--- src/rtl/pc_gen_pkg.sv ---
// Shared encodings for the program-counter generator: next-PC opcodes,
// FSM state encoding and default reset/exception addresses.
package pc_gen_pkg;

  localparam logic [2:0] NPC_PC4 = 3'd0;
  localparam logic [2:0] NPC_BEQ = 3'd1;
  localparam logic [2:0] NPC_J   = 3'd2;
  localparam logic [2:0] NPC_JR  = 3'd3;

  typedef enum logic {
    S_RUN = 1'b0,
    S_EXC = 1'b1
  } pc_state_t;

  localparam logic [31:0] DEF_RESET_PC = 32'h0000_3000;
  localparam logic [31:0] DEF_EXC_VEC  = 32'h0000_4180;

endpackage

--- src/rtl/pc_gen_npc_calc.sv ---
// Combinational next-fetch-address generator: pc+4, conditional branch,
// J-type absolute jump and JR register jump. All arithmetic wraps modulo 2^AW.
import pc_gen_pkg::*;

module npc_calc #(
  parameter int AW = 32
) (
  input  logic [AW-1:0] pc,
  input  logic [2:0]    npc_op,
  input  logic          br_taken,
  input  logic [25:0]   imm,
  input  logic [AW-1:0] rd1,
  output logic [AW-1:0] pc_4,
  output logic [AW-1:0] npc
);

  logic [31:0]   br_off_full;
  logic [AW-1:0] br_target;
  logic [AW-1:0] j_target;
  logic [AW-1:0] jr_target;

  // Branch offset is a word offset, so sign-extend and scale by 4 before
  // narrowing to the address width.
  assign br_off_full = {{14{imm[15]}}, imm[15:0], 2'b00};
  assign pc_4        = pc + AW'(4);
  assign br_target   = pc_4 + br_off_full[AW-1:0];
  assign j_target    = {pc_4[AW-1:28], imm, 2'b00};
  assign jr_target   = {rd1[AW-1:2], 2'b00};

  // Select the redirect target; unused opcodes fall through to sequential fetch.
  always_comb begin
    npc = pc_4;
    case (npc_op)
      NPC_BEQ: npc = br_taken ? br_target : pc_4;
      NPC_J:   npc = j_target;
      NPC_JR:  npc = jr_target;
      default: npc = pc_4;
    endcase
  end

endmodule

--- src/rtl/pc_gen.sv ---
// Program-counter generator: owns the PC and EPC registers, the pending
// exception latch and the run/handler FSM; target arithmetic lives in npc_calc.
import pc_gen_pkg::*;

module pc_gen #(
  parameter int          AW       = 32,
  parameter logic [31:0] RESET_PC = DEF_RESET_PC,
  parameter logic [31:0] EXC_VEC  = DEF_EXC_VEC
) (
  input  logic          clk,
  input  logic          rst,
  input  logic          stall,
  input  logic [2:0]    npc_op,
  input  logic          br_taken,
  input  logic [25:0]   imm,
  input  logic [AW-1:0] rd1,
  input  logic          exc_req,
  input  logic          eret,
  output logic [AW-1:0] pc,
  output logic [AW-1:0] pc_4,
  output logic [AW-1:0] epc,
  output logic          in_exc
);

  pc_state_t     state;
  logic          pend;
  logic [AW-1:0] npc;
  logic          take_exc;
  logic          do_eret;

  npc_calc #(.AW(AW)) u_npc_calc (
    .pc       (pc),
    .npc_op   (npc_op),
    .br_taken (br_taken),
    .imm      (imm),
    .rd1      (rd1),
    .pc_4     (pc_4),
    .npc      (npc)
  );

  // An exception is only taken from normal execution and never mid-stall;
  // a request seen during a stall is remembered in pend instead.
  assign take_exc = (state == S_RUN) && (exc_req || pend) && !stall;
  assign do_eret  = (state == S_EXC) && eret;

  // PC/EPC/pend/FSM update in priority order: reset, exception, eret, stall, redirect.
  always_ff @(posedge clk) begin
    if (rst) begin
      pc     <= RESET_PC[AW-1:0];
      epc    <= '0;
      pend   <= 1'b0;
      state  <= S_RUN;
      in_exc <= 1'b0;
    end else if (take_exc) begin
      pc     <= EXC_VEC[AW-1:0];
      epc    <= pc;
      pend   <= 1'b0;
      state  <= S_EXC;
      in_exc <= 1'b1;
    end else if (do_eret) begin
      pc     <= epc;
      state  <= S_RUN;
      in_exc <= 1'b0;
    end else if (stall) begin
      if (state == S_RUN && exc_req) begin
        pend <= 1'b1;
      end
    end else begin
      pc <= npc;
    end
  end

endmodule

--- config.mk ---
export PLATFORM = sky130hd
export DESIGN_NAME = pc_gen
export DESIGN_NICKNAME = d
export VERILOG_FILES = /design/src/rtl/pc_gen_pkg.sv /design/src/rtl/pc_gen_npc_calc.sv /design/src/rtl/pc_gen.sv
export SDC_FILE = /design/constraint.sdc
export NUM_CORES = 1
export LEC_CHECK = 0
export CORE_UTILIZATION = 45
export DETAILED_ROUTE_END_ITERATION = 10
export GPL_TIMING_DRIVEN = 0
export PLACE_DENSITY = 0.9
export SYNTH_ARGS = -nofsm -noshare
export SYNTH_HDL_FRONTEND = slang
export SYNTH_SLANG_ARGS = --single-unit
export TNS_END_PERCENT = 1
--- constraint.sdc ---
create_clock -name clk -period 3.6 [get_ports clk]
set_input_delay 0.72 -clock clk [delete_from_list [all_inputs] [get_ports clk]]
set_output_delay 0.72 -clock clk [all_outputs]
set_load 0.02 [all_outputs]
==> summary.txt <==
Status
  • Status: finished, violations left
  • Failing checks: negative setup slack

Floorplan
  • Die Ht: approximately 120 um
  • Ports: around 160
  • Initial Util: 0.464
  • # rows: 41
  • Die area: ~0.014 mm2
  • Horiz. Die Dim: between 100 and 150 um
  • Core Box Area: between 0.01 and 0.015 mm2

Synth
  • Commonest cells in the synthesized netlist: 136 x nand2_1, 105 x a21oi_1, 66 x dfxtp_1
  • Register area share after synthesis: 0.224
  • Post-synthesis cell count: about 830
  • Synthesized area: 0.00590 mm2
  • Top_reg_cell synth: dfxtp_1
  • Yosys Warn Count: 0
  • Share of the synthesized area in the top cell type: 0.224
  • Cell taking the most area after synthesis: dfxtp_1
  • Net Count, Synth: about 940
  • Number of enable flip-flop cells after synthesis: 0
  • Synth cell types: between 70 and 80
  • Syn Area/Cell: slightly above 7 um2
  • FF+latch count, synth: 66
  • Post-synth ARST share: 0
  • Synth area leaders: dfxtp_1 22%, a21oi_1 8.9%, nand2_1 8.6%, ha_1 7.2%, o21ai_0 4.3%
  • Top-count cell post-synth: nand2_1

Power and ir drop
  • Switching power: a little over 1 mW
  • Sw frac: 0.360
  • Flop pwr share: 0.294
  • Internal power: 1.83 mW
  • Power Density: about 320 mW/mm2
  • Clock share of power: 0.331
  • Static Leakage: about 3.5 nW
  • Comb power frac: 0.375
  • Worst VDD drop: a little over 300 uV
  • Total chip power: approximately 2.9 mW

Critical path
  • Arrival time worst endpoint: 2.98 ns
  • Setup CP Type: reg2out
  • R2R Setup Slk: -0.07 ns
  • Reg-to-Reg Start: pc[9]
  • Crit path required time: 2.88 ns
  • Startpoint Class: register
  • Worst-path cell chain: buf_6 -> and4_4 -> and3_4 -> buf_6 -> buf_4 -> nand4_2 -> nor3_2 -> xor2_2 -> buf_4 -> clkdlybuf4s50_1
  • CP max stage delay: 0.59 ns
  • Top delay family on crit path: buffers and inverters
  • FF-to-FF End: pc[23]
  • Worst R2R Path Depth: 16
  • CP max-delay cell: clkdlybuf4s50_1
  • Crit end category: primary output
  • Crit path max fanout: 6
  • CP Buf/Inv Count: 5

STA
  • # setup viols final: 2
  • Clock Skew: about 0.0043 ns
  • Fin. Hold Viols: 0
  • Hold Worst Slack: about 0.47 ns
  • Slew @ Worst Pin: roughly 1.2 ns
  • Fin crit period: about 3.7 ns
  • Final Cycle Share: 1.03
  • Fin. max-slew vios: 0
  • Worst setup margin: -0.0952 ns
  • Worst rel slew slack: 0.190
  • FMAX: around 270 MHz
  • RSZ-0062 raised after global routing: yes

Worst hold path
  • Hold Path Depth: 2
  • Hold_sp: epc[5]
  • Worst Hold Path EP: pc[5]
  • Worst hold path type: reg2reg

Layout
  • Nets: roughly 1.1k
  • Layout cell share with drive strength beyond 1: 0.153
  • Area growth syn-to-layout: 51.4%
  • ANT cells: 0
  • Fillcell total: about 950
  • Flip-flop and latch area: around 0.0014 mm2
  • Multi-input gate area: between 0.004 and 0.005 mm2

Clocking
  • Clock buffer depth: 2
  • CTS root buf: clkbuf_16
  • Clk slew on worst S/H paths: 0.06 ns
  • Worst skew pair latency: ~0.34 ns
  • TritonCTS Buffers: 9
  • CTS Hold Bufs: 0
  • H-tree depth: 3
  • Clock Sinks: 66
  • TritonCTS clock tree: done

GRT
  • Met1 usage: 0.476
  • M2 GR Usage: 0.577
  • First-pass GRT wire length: approximately 38000 um
  • GRT Total Usage: 0.366
  • GR peak layer: met2
  • Largest net degree at the start of global routing: 21
  • Grt total ovfl: 0
  • Antenna violations before repair: 0
  • GR Util met3: 0.0929
  • Vias in the first global route: ~7.0k

Routing
  • Drt pass-1 iters: 7
  • Routed Antenna Nets: 0
  • Drt wl/cell: 22.7 um
  • Via count: 8076
  • # DRC: 0
  • Total Routed Length: between 20000 and 30000 um
  • Vias/cell: 6.69
  • 1st-iter DRT viols: approximately 1.4k

Place
  • Place WS: -0.651 ns
  • Post-DP HPWL: around 18000 um
  • Number of port buffers: around 160
  • GP Congestion: 0.958

Run
  • Max Cap Viol: 0
## sequential cells by signal, indices dropped and copies added (netlist names), named ones only
signal  cells
state       1
epc        32
pc         30
pend        1
## tightest hold or removal path: cells and delay by family (launching register included)
family | cells | cell delay (ns)
DFF | 1 | 0.32
and+or+nand+nor | 1 | 0.06
AOI/OAI and AO/OA | 1 | 0.05
## metrics by stage
stage	TNS, ns	instance area (um2)	instances	utilization
2_1_floorplan	-0.0391	6000	834	-
3_3_place_gp	-3.91	7810	1165	0.614
3_5_place_dp	-4.17	7810	1165	0.614
4_1_cts	-0.0606	8430	1188	0.663
5_1_grt	-1.08	8940	1208	0.703
6_report	-0.163	8940	1208	0.703
## cell families after synthesis
group                      synth area share
buffers and inverters                0.0532
xor gates and xnor gates             0.0755
AOI/OAI and AO/OA                     0.292
DFF                                   0.224
and+or+nand+nor                       0.262
adders and majority gates            0.0755
muxes                                0.0189
## layer usage
metal  share of wire  up-vias
li1                -     3428
met3            0.15      187
met2            0.43      837
met1            0.36     3624
met5               0        -
met4           0.060        0
## repair_timing
item,CTS,global route
buffers inserted,11,20
endpoints found under the setup margin,25,24
pin swaps,12,26
resized for setup,48,66
## cell usage in the layout (no fill, tap or decap), types with 30 or more instances in the layout
master           netlist  layout
buf_4                  3      31
o21ai_0               51      49
a21oi_1              105      98
clkdlybuf4s50_1        0     154
nand2_1              136     136
nor2_1                48      42
nand3_1               35      30
dfxtp_1               66      53
clkbuf_1              45      42
## cell type report
| cell class | instances | area share |
|---|---|---|
| Buffer | 50 | 0.0252 |
| Clock buffer | 9 | 0.0252 |
| Clock inverter | 6 | 0.0104 |
| Inverter | 25 | 0.0105 |
| Multi-Input combinational cell | 690 | 0.546 |
| Sequential cell | 66 | 0.151 |
| Tap cell | 172 | 0.0241 |
| Timing Repair Buffer | 190 | 0.207 |
## worst max path at each step
stage	from	endpoint	slack (ns)	cells past startpoint
detailed placement	pc[2]	pc[21]	-0.65	15
global placement	pc[2]	pc[21]	-0.65	15
finish	pc[9]	pc_4[28]	-0.1	10
CTS	pc[9]	pc[30]	-0.04	15
global route	pc[4]	pc[31]	-0.18	17
floorplan	pc[6]	pc[23]	-0.03	14
## power groups by stage
| stage | sequential (mW) | clock [mW] | combinational [mW] |
|---|---|---|---|
| finish | 0.840 | 0.944 | 1.07 |
| global route | 0.840 | 0.971 | 1.12 |
| CTS | 0.830 | 0.933 | 0.952 |
| detailed placement | 0.840 | 0 | 0.912 |
| global placement | 0.839 | 0 | 0.903 |
| floorplan | 0.863 | 0 | 0.521 |
No activity file was read; power rests on OpenSTA's default activity.
